<file path="src/rtl/mycpu_pkg.sv">
// Shared LSU definitions: c8 field positions, access sizes, FSM states.
// Used by mycpu_lsu and mycpu_lsu_align.
package mycpu_pkg;

    localparam int C8_SEXT  = 0;
    localparam int C8_SZ_LO = 1;
    localparam int C8_SZ_HI = 3;
    localparam int C8_STORE = 4;
    localparam int C8_LOAD  = 5;

    typedef enum logic [2:0] {
        SZ_B  = 3'b000,
        SZ_H  = 3'b001,
        SZ_W  = 3'b010,
        SZ_WL = 3'b011,
        SZ_WR = 3'b100
    } size_e;

    typedef enum logic [1:0] {
        S_IDLE = 2'd0,
        S_REQ  = 2'd1,
        S_WAIT = 2'd2,
        S_HOLD = 2'd3
    } state_e;

    function automatic logic misaligned(
        input logic [2:0] sz,
        input logic [1:0] k
    );
        return (sz == SZ_H && k[0]) ||
               (sz == SZ_W && k != 2'b00);
    endfunction

endpackage

</file>
<file path="src/rtl/mycpu_lsu_if.sv">
// Data SRAM request/response bus between the LSU (master)
// and the memory side (slave).
interface mycpu_lsu_if;

    logic        data_req;
    logic        data_wr;
    logic [31:0] data_addr;
    logic [3:0]  data_wstrb;
    logic [31:0] data_wdata;
    logic        data_addr_ok;
    logic        data_data_ok;
    logic [31:0] data_rdata;

    modport master (
        output data_req, data_wr, data_addr,
        output data_wstrb, data_wdata,
        input  data_addr_ok, data_data_ok, data_rdata
    );

    modport slave (
        input  data_req, data_wr, data_addr,
        input  data_wstrb, data_wdata,
        output data_addr_ok, data_data_ok, data_rdata
    );

endinterface

</file>
<file path="src/rtl/mycpu_lsu_align.sv">
// Store lane/strobe generation and load extract/merge (combinational).
// Without LSU_ALIGN_EXC_EN, misaligned H/W accesses use offset 0.
module mycpu_lsu_align
    import mycpu_pkg::*;
(
    input  logic [2:0]  size,
    input  logic        sext,
    input  logic [1:0]  addr_lo,
    input  logic [31:0] rt_data,
    input  logic [31:0] rdata,
    output logic [3:0]  wstrb,
    output logic [31:0] wdata,
    output logic [31:0] ldata
);

    logic [1:0]  k;
    logic [1:0]  nk;
    logic [4:0]  sh;
    logic [4:0]  nsh;
    logic [31:0] lane;

`ifdef LSU_ALIGN_EXC_EN
    assign k = addr_lo;
`else
    assign k = misaligned(size, addr_lo) ? 2'b00 : addr_lo;
`endif

    assign nk   = 2'd3 - k;
    assign sh   = {k, 3'b000};
    assign nsh  = {nk, 3'b000};
    assign lane = rdata >> sh;

    always_comb begin
        wstrb = 4'b0000;
        wdata = rt_data;
        ldata = rdata;
        case (size)
            SZ_B: begin
                wstrb = 4'b0001 << k;
                wdata = {4{rt_data[7:0]}};
                ldata = {{24{sext & lane[7]}}, lane[7:0]};
            end
            SZ_H: begin
                wstrb = 4'b0011 << k;
                wdata = {2{rt_data[15:0]}};
                ldata = {{16{sext & lane[15]}}, lane[15:0]};
            end
            SZ_W: begin
                wstrb = 4'b1111;
            end
            // Unaligned-left/right: merge the fetched bytes into old rt
            SZ_WL: begin
                wstrb = 4'b1111 >> nk;
                wdata = rt_data >> nsh;
                ldata = (rdata << nsh) |
                        (rt_data & ~(32'hFFFF_FFFF << nsh));
            end
            SZ_WR: begin
                wstrb = 4'b1111 << k;
                wdata = rt_data << sh;
                ldata = (rdata >> sh) |
                        (rt_data & ~(32'hFFFF_FFFF >> sh));
            end
            default: ;
        endcase
    end

endmodule

</file>
<file path="src/rtl/mycpu_lsu.sv">
// Load/store unit: IDLE/REQ/WAIT/HOLD FSM between ID/EX, data SRAM and WB.
// Define LSU_ALIGN_EXC_EN to trap misaligned H/W accesses (out_excp).
module mycpu_lsu
    import mycpu_pkg::*;
(
    input  logic        clk,
    input  logic        rst,
    input  logic        in_valid,
    output logic        in_ready,
    input  logic [5:0]  c8,
    input  logic [31:0] addr,
    input  logic [31:0] rt_data,
    input  logic [4:0]  tgt_reg,
    input  logic        wen_in,
    mycpu_lsu_if.master dbus,
    output logic        out_valid,
    input  logic        out_ready,
    output logic [31:0] out_result,
    output logic [4:0]  out_tgt,
    output logic        out_wen,
    output logic        out_excp
);

    state_e      state;
    logic [2:0]  op_size;
    logic        op_sext;
    logic        op_store;
    logic        op_wen;
    logic [1:0]  op_k;
    logic [31:0] op_rt;
    logic [4:0]  op_tgt;
    logic        req_q;
    logic        wr_q;
    logic [31:0] daddr_q;
    logic [3:0]  wstrb;
    logic [31:0] wdata;
    logic [31:0] ldata;
    logic        accept;
    logic        in_mem;
    logic        in_exc;
    logic        resp;

    assign in_ready = (state == S_IDLE) ||
                      (state == S_HOLD && out_ready);
    assign accept   = in_valid && in_ready;
    assign in_mem   = c8[C8_LOAD] | c8[C8_STORE];

`ifdef LSU_ALIGN_EXC_EN
    assign in_exc = in_mem &&
                    misaligned(c8[C8_SZ_HI:C8_SZ_LO], addr[1:0]);
`else
    assign in_exc = 1'b0;
`endif

    // A response only counts once the request itself has been taken
    assign resp = dbus.data_data_ok &&
                  (state == S_WAIT ||
                   (state == S_REQ && dbus.data_addr_ok));

    mycpu_lsu_align u_align (
        .size    (op_size),
        .sext    (op_sext),
        .addr_lo (op_k),
        .rt_data (op_rt),
        .rdata   (dbus.data_rdata),
        .wstrb   (wstrb),
        .wdata   (wdata),
        .ldata   (ldata)
    );

    assign dbus.data_req   = req_q;
    assign dbus.data_wr    = wr_q;
    assign dbus.data_addr  = daddr_q;
    assign dbus.data_wstrb = wstrb;
    assign dbus.data_wdata = wdata;

    always_ff @(posedge clk or negedge rst) begin
        if (!rst) begin
            state      <= S_IDLE;
            req_q      <= 1'b0;
            wr_q       <= 1'b0;
            daddr_q    <= '0;
            out_valid  <= 1'b0;
            out_result <= '0;
            out_tgt    <= '0;
            out_wen    <= 1'b0;
            out_excp   <= 1'b0;
            op_size    <= '0;
            op_sext    <= 1'b0;
            op_store   <= 1'b0;
            op_wen     <= 1'b0;
            op_k       <= '0;
            op_rt      <= '0;
            op_tgt     <= '0;
        end else begin
            unique case (state)
                S_IDLE, S_HOLD: begin
                    if (accept) begin
                        op_size  <= c8[C8_SZ_HI:C8_SZ_LO];
                        op_sext  <= c8[C8_SEXT];
                        op_store <= c8[C8_STORE];
                        op_wen   <= wen_in;
                        op_k     <= addr[1:0];
                        op_rt    <= rt_data;
                        op_tgt   <= tgt_reg;
                        if (!in_mem || in_exc) begin
                            state      <= S_HOLD;
                            out_valid  <= 1'b1;
                            out_result <= addr;
                            out_tgt    <= tgt_reg;
                            out_wen    <= wen_in & ~in_exc;
                            out_excp   <= in_exc;
                        end else begin
                            state     <= S_REQ;
                            req_q     <= 1'b1;
                            wr_q      <= c8[C8_STORE];
                            daddr_q   <= {addr[31:2], 2'b00};
                            out_valid <= 1'b0;
                            out_tgt   <= '0;
                            out_wen   <= 1'b0;
                            out_excp  <= 1'b0;
                        end
                    end else if (state == S_HOLD && out_ready) begin
                        state     <= S_IDLE;
                        out_valid <= 1'b0;
                        out_tgt   <= '0;
                        out_wen   <= 1'b0;
                        out_excp  <= 1'b0;
                    end
                end
                S_REQ, S_WAIT: begin
                    if (dbus.data_addr_ok)
                        req_q <= 1'b0;
                    if (resp) begin
                        state      <= S_HOLD;
                        out_valid  <= 1'b1;
                        out_result <= ldata;
                        out_tgt    <= op_tgt;
                        out_wen    <= op_wen & ~op_store;
                    end else if (state == S_REQ && dbus.data_addr_ok) begin
                        state <= S_WAIT;
                    end
                end
                default: state <= S_IDLE;
            endcase
        end
    end

endmodule

</file>
<file path="src/flat_wrapper.sv">
// flat-port wrapper written by rule: the top's interface ports become plain ports
module mycpu_lsu_flat import mycpu_pkg::*;
  (clk, rst, in_valid, in_ready, c8, addr, rt_data, tgt_reg, wen_in, out_valid, out_ready, out_result, out_tgt, out_wen, out_excp, dbus_data_req, dbus_data_wr, dbus_data_addr, dbus_data_wstrb, dbus_data_wdata, dbus_data_addr_ok, dbus_data_data_ok, dbus_data_rdata);
  mycpu_lsu_if dbus_i ();
  input  logic clk;
  input  logic rst;
  input  logic in_valid;
  output logic in_ready;
  input  logic [5:0] c8;
  input  logic [31:0] addr;
  input  logic [31:0] rt_data;
  input  logic [4:0] tgt_reg;
  input  logic wen_in;
  output logic out_valid;
  input  logic out_ready;
  output logic [31:0] out_result;
  output logic [4:0] out_tgt;
  output logic out_wen;
  output logic out_excp;
  output wire logic [$bits(dbus_i.data_req)-1:0] dbus_data_req;
  output wire logic [$bits(dbus_i.data_wr)-1:0] dbus_data_wr;
  output wire logic [$bits(dbus_i.data_addr)-1:0] dbus_data_addr;
  output wire logic [$bits(dbus_i.data_wstrb)-1:0] dbus_data_wstrb;
  output wire logic [$bits(dbus_i.data_wdata)-1:0] dbus_data_wdata;
  input wire logic [$bits(dbus_i.data_addr_ok)-1:0] dbus_data_addr_ok;
  input wire logic [$bits(dbus_i.data_data_ok)-1:0] dbus_data_data_ok;
  input wire logic [$bits(dbus_i.data_rdata)-1:0] dbus_data_rdata;
  assign dbus_data_req = dbus_i.data_req;
  assign dbus_data_wr = dbus_i.data_wr;
  assign dbus_data_addr = dbus_i.data_addr;
  assign dbus_data_wstrb = dbus_i.data_wstrb;
  assign dbus_data_wdata = dbus_i.data_wdata;
  assign dbus_i.data_addr_ok = dbus_data_addr_ok;
  assign dbus_i.data_data_ok = dbus_data_data_ok;
  assign dbus_i.data_rdata = dbus_data_rdata;
  mycpu_lsu u_core (.clk(clk), .rst(rst), .in_valid(in_valid), .in_ready(in_ready), .c8(c8), .addr(addr), .rt_data(rt_data), .tgt_reg(tgt_reg), .wen_in(wen_in), .dbus(dbus_i), .out_valid(out_valid), .out_ready(out_ready), .out_result(out_result), .out_tgt(out_tgt), .out_wen(out_wen), .out_excp(out_excp));
endmodule
</file>
<file path="config.mk">
export PLATFORM = sky130hd
export DESIGN_NAME = mycpu_lsu_flat
export DESIGN_NICKNAME = d
export VERILOG_FILES = /design/src/rtl/mycpu_pkg.sv /design/src/rtl/mycpu_lsu_if.sv /design/src/rtl/mycpu_lsu_align.sv /design/src/rtl/mycpu_lsu.sv /design/src/flat_wrapper.sv
export SDC_FILE = /design/constraint.sdc
export NUM_CORES = 1
export LEC_CHECK = 0
export BUFFER_PORTS_ARGS = -buffer_cell sky130_fd_sc_hd__buf_2
export CAP_MARGIN = 20
export CORE_UTILIZATION = 41
export DETAILED_ROUTE_END_ITERATION = 12
export HOLD_SLACK_MARGIN = 0.03
export PLACE_DENSITY = 0.65
export SKIP_CTS_REPAIR_TIMING = 1
export SLEW_MARGIN = 10
export SYNTH_ARGS = -nofsm -noshare
export SYNTH_HDL_FRONTEND = slang
export SYNTH_SLANG_ARGS = --single-unit
</file>
<file path="constraint.sdc">
create_clock -name clk -period 3.7 [get_ports clk]
set_clock_uncertainty 0.05 [all_clocks]
set_input_delay 0.555 -clock clk [delete_from_list [all_inputs] [get_ports clk]]
set_output_delay 0.555 -clock clk [all_outputs]
set_load 0.01 [all_outputs]
</file>
==> impl_metrics.json <==
{
  "status": "completed",
  "finalSetupViolCount": 0,
  "wl_per_cell_um": 23.03,
  "async_reset_ff_frac": 1.000,
  "hold_viol": 0,
  "drv_cap": 0,
  "min-delay-path-class": "in -> async",
  "die_h_um": 139.9,
  "cp-end-kind": "output pin",
  "antenna_found_initial": 3,
  "core_area_um2": 18640,
  "clk_pin_slew_ns": 0.06,
  "synth_area_leaders": "dfrtp_1 (38%), mux2i_1 (11%), mux2_2 (11%), nor2_1 (3.3%), a21oi_1 (3.3%)",
  "crit_fanout": 16,
  "die_area_um2": 19580,
  "relSlewSlack": 0.5079,
  "cp.arrival_ns": 2.93,
  "layout_setup_ws_ns": 0.1663,
  "die_w_um": 139.9,
  "rsz0062_at_grt": "false",
  "yosys_register_bits": 118,
  "nNetsFinal": 1140,
  "required_ns": 3.09,
  "max_freq_ghz": 0.2830,
  "cts_buffers": 17,
  "worstRegToRegCells": 7,
  "timing.rr.start": "u_core.op_k[0]$_DFFE_PN0P_",
  "synth.distinct_cells": 64,
  "yosysSeqAreaShare": 0.3786,
  "grtUsageTotal": 0.3009,
  "pwr_density_cell_nw_per_um2": 1195,
  "startpoint_type": "flop",
  "drive_gt1_frac": 0.3778,
  "area_growth_pct": 26.04,
  "syn_area_per_cell_um2": 9.593,
  "ant_nets": 0,
  "max-clock-path-buffers": 2,
  "synthTopCellsByCount": "dfrtp_1 (118), mux2i_1 (89), mux2_2 (73)",
  "slew_violations": 0,
  "synth_edf_count": 0,
  "syn_inst": 813,
  "place_ws_ns": 0.5280,
  "p_leak_nw": 4.454,
  "initial_core_util": 0.4183,
  "ys_warn_count": 0,
  "grt_pass1_vias": 7564,
  "dp.cells": 1236,
  "startpoint": "u_core.op_k[0]$_DFFE_PN0P_",
  "num_vias": 7986,
  "ir_drop_v": 0.0005618,
  "max_slew.worst_pin.slew_ns": 0.7382,
  "grt_pass1_wl_um": 44710,
  "io_pins": 225,
  "totalWireLength_um": 29240,
  "viasPerCell": 6.288,
  "synth_ff_type": "dfrtp_1",
  "tritoncts": "done",
  "drc_errors": 0,
  "clkLatencyLatePin_ns": 0.42,
  "synth_top_area_share": 0.3786,
  "setup_tns_ns": 0,
  "yosys.area.top_type": "dfrtp_1",
  "synth_area_um2": 7799,
  "grt_max_degree": 88,
  "cts.sinks": 118,
  "place.gp.congestion": 0.9697,
  "layout_worst_path_cycle_share": 0.9551,
  "crit_type": "reg -> out",
  "period_minus_slack_ns": 3.534,
  "post-synth-top-count-cell": "dfrtp_1",
  "grt-ovfl-total": 0,
  "root_buffer": "clkbuf_16",
  "dr.first_iter.drc_count": 795,
  "std_cell_rows": 50,
  "h-tree-depth": 4,
  "layoutNonFillerInstCount": 1270,
  "dp_hpwl_um": 21320,
  "io_buffers": 221,
  "dr.pass1.iters": 5
}
## cells in the final DEF (no fill, tap or decap), types with 4 or more instances in the layout
cell	count
mux2i_1	89
a221oi_2	10
a221o_1	9
a22oi_1	12
a32oi_1	8
buf_4	36
a21oi_1	51
o22ai_1	40
o221ai_1	7
ha_1	4
clkbuf_16	17
a31oi_1	8
mux2_2	73
a211oi_1	26
inv_1	7
nand3_1	11
buf_2	221
nand2b_1	4
dfrtp_1	117
a222oi_1	9
nor3_1	12
o21ai_0	46
a221oi_1	16
nor2_1	68
nand2_1	63
## critical path: stages (launching register included)
cell,delay [ns]
dfrtp_1,0.82
clkinv_1,0.14
buf_4,0.20
or3_1,0.55
nor3b_1,0.25
a2111oi_1,0.09
o311ai_0,0.13
o2bb2ai_1,0.17
buf_2,0.16
## metrics by stage
stage | area, um2 | total power, mW | util | hold slack [ns]
3_3_place_gp | 9215 | 9.802 | 0.4943 | 0.4074
2_1_floorplan | 7806 | 7.358 | - | 0.2094
4_1_cts | 9819 | 11.65 | 0.5267 | 0.03894
3_5_place_dp | 9215 | 9.874 | 0.4943 | 0.4162
5_1_grt | 9829 | 12.44 | 0.5272 | 0.05207
6_report | 9829 | 11.75 | 0.5272 | 0.02444
## path summary, 6_finish.rpt
check	to	slack [ns]
hold reg to reg	u_core.out_result[7]$_DFFE_PN0P_	0.43
hold / removal	u_core.dbus.data_addr[14]$_DFFE_PN0P_	0.02
setup reg to reg	u_core.out_result[31]$_DFFE_PN0P_	0.52
max in group asynchronous	u_core.op_rt[2]$_DFFE_PN0P_	2.74
min in group clk	u_core.op_size[2]$_DFFE_PN0P_	0.30
setup / recovery	dbus_data_wdata[15]	0.17
## metal layers
| layer | global-route usage | routed length [um] |
|---|---|---|
| met4 | 0.1423 | 1303 |
| met3 | 0.07966 | 2784 |
| met5 | 0 | 10 |
| met1 | 0.3953 | 11870 |
| met2 | 0.4611 | 13270 |
## power by group
part	total (mW)	switching, mW	leakage (nW)	internal, mW
clock	1.73	0.664	0.287	1.06
sequential	2.79	0.814	1.40	1.97
combinational	7.23	4.24	2.77	3.00
## cells by family (layout without fill, tap and decap cells)
logic type | after synthesis | in the layout | synth area share
other | 1 | 4 | 0.0004808
flip-flops | 118 | 118 | 0.3786
multiplexers | 165 | 165 | 0.2261
AO/OA/AOI/OAI | 262 | 262 | 0.2376
buffers and inverters | 80 | 300 | 0.04444
XOR/XNOR | 2 | 2 | 0.002247
AND/OR/NAND/NOR | 181 | 181 | 0.1041
adder cells (fa/ha/maj) | 4 | 4 | 0.006418
## area by class of cell
cell class	instances	area, um2
inverters	9	33.78
clock inverters	14	175.2
fillers	1714	8813
clock buffers	18	429.2
diodes	1	2.502
multi-input cells	617	4526
repair buffers	259	1416
flip-flops and latches	118	2954
well taps	234	292.8
## state kept, by name, indices dropped and copies added, names as in the netlist
signal / cells
u_core.op_size: 3
u_core.out_valid: 1
u_core.dbus.data_req: 1
u_core.op_tgt: 5
u_core.op_rt: 32
u_core.out_wen: 1
u_core.dbus.data_addr: 30
u_core.state: 2
u_core.op_store: 1
u_core.out_tgt: 5
u_core.out_result: 32
u_core.op_wen: 1
u_core.dbus.data_wr: 1
u_core.op_sext: 1
u_core.op_k: 2
Power figures use the tool's default switching activity.
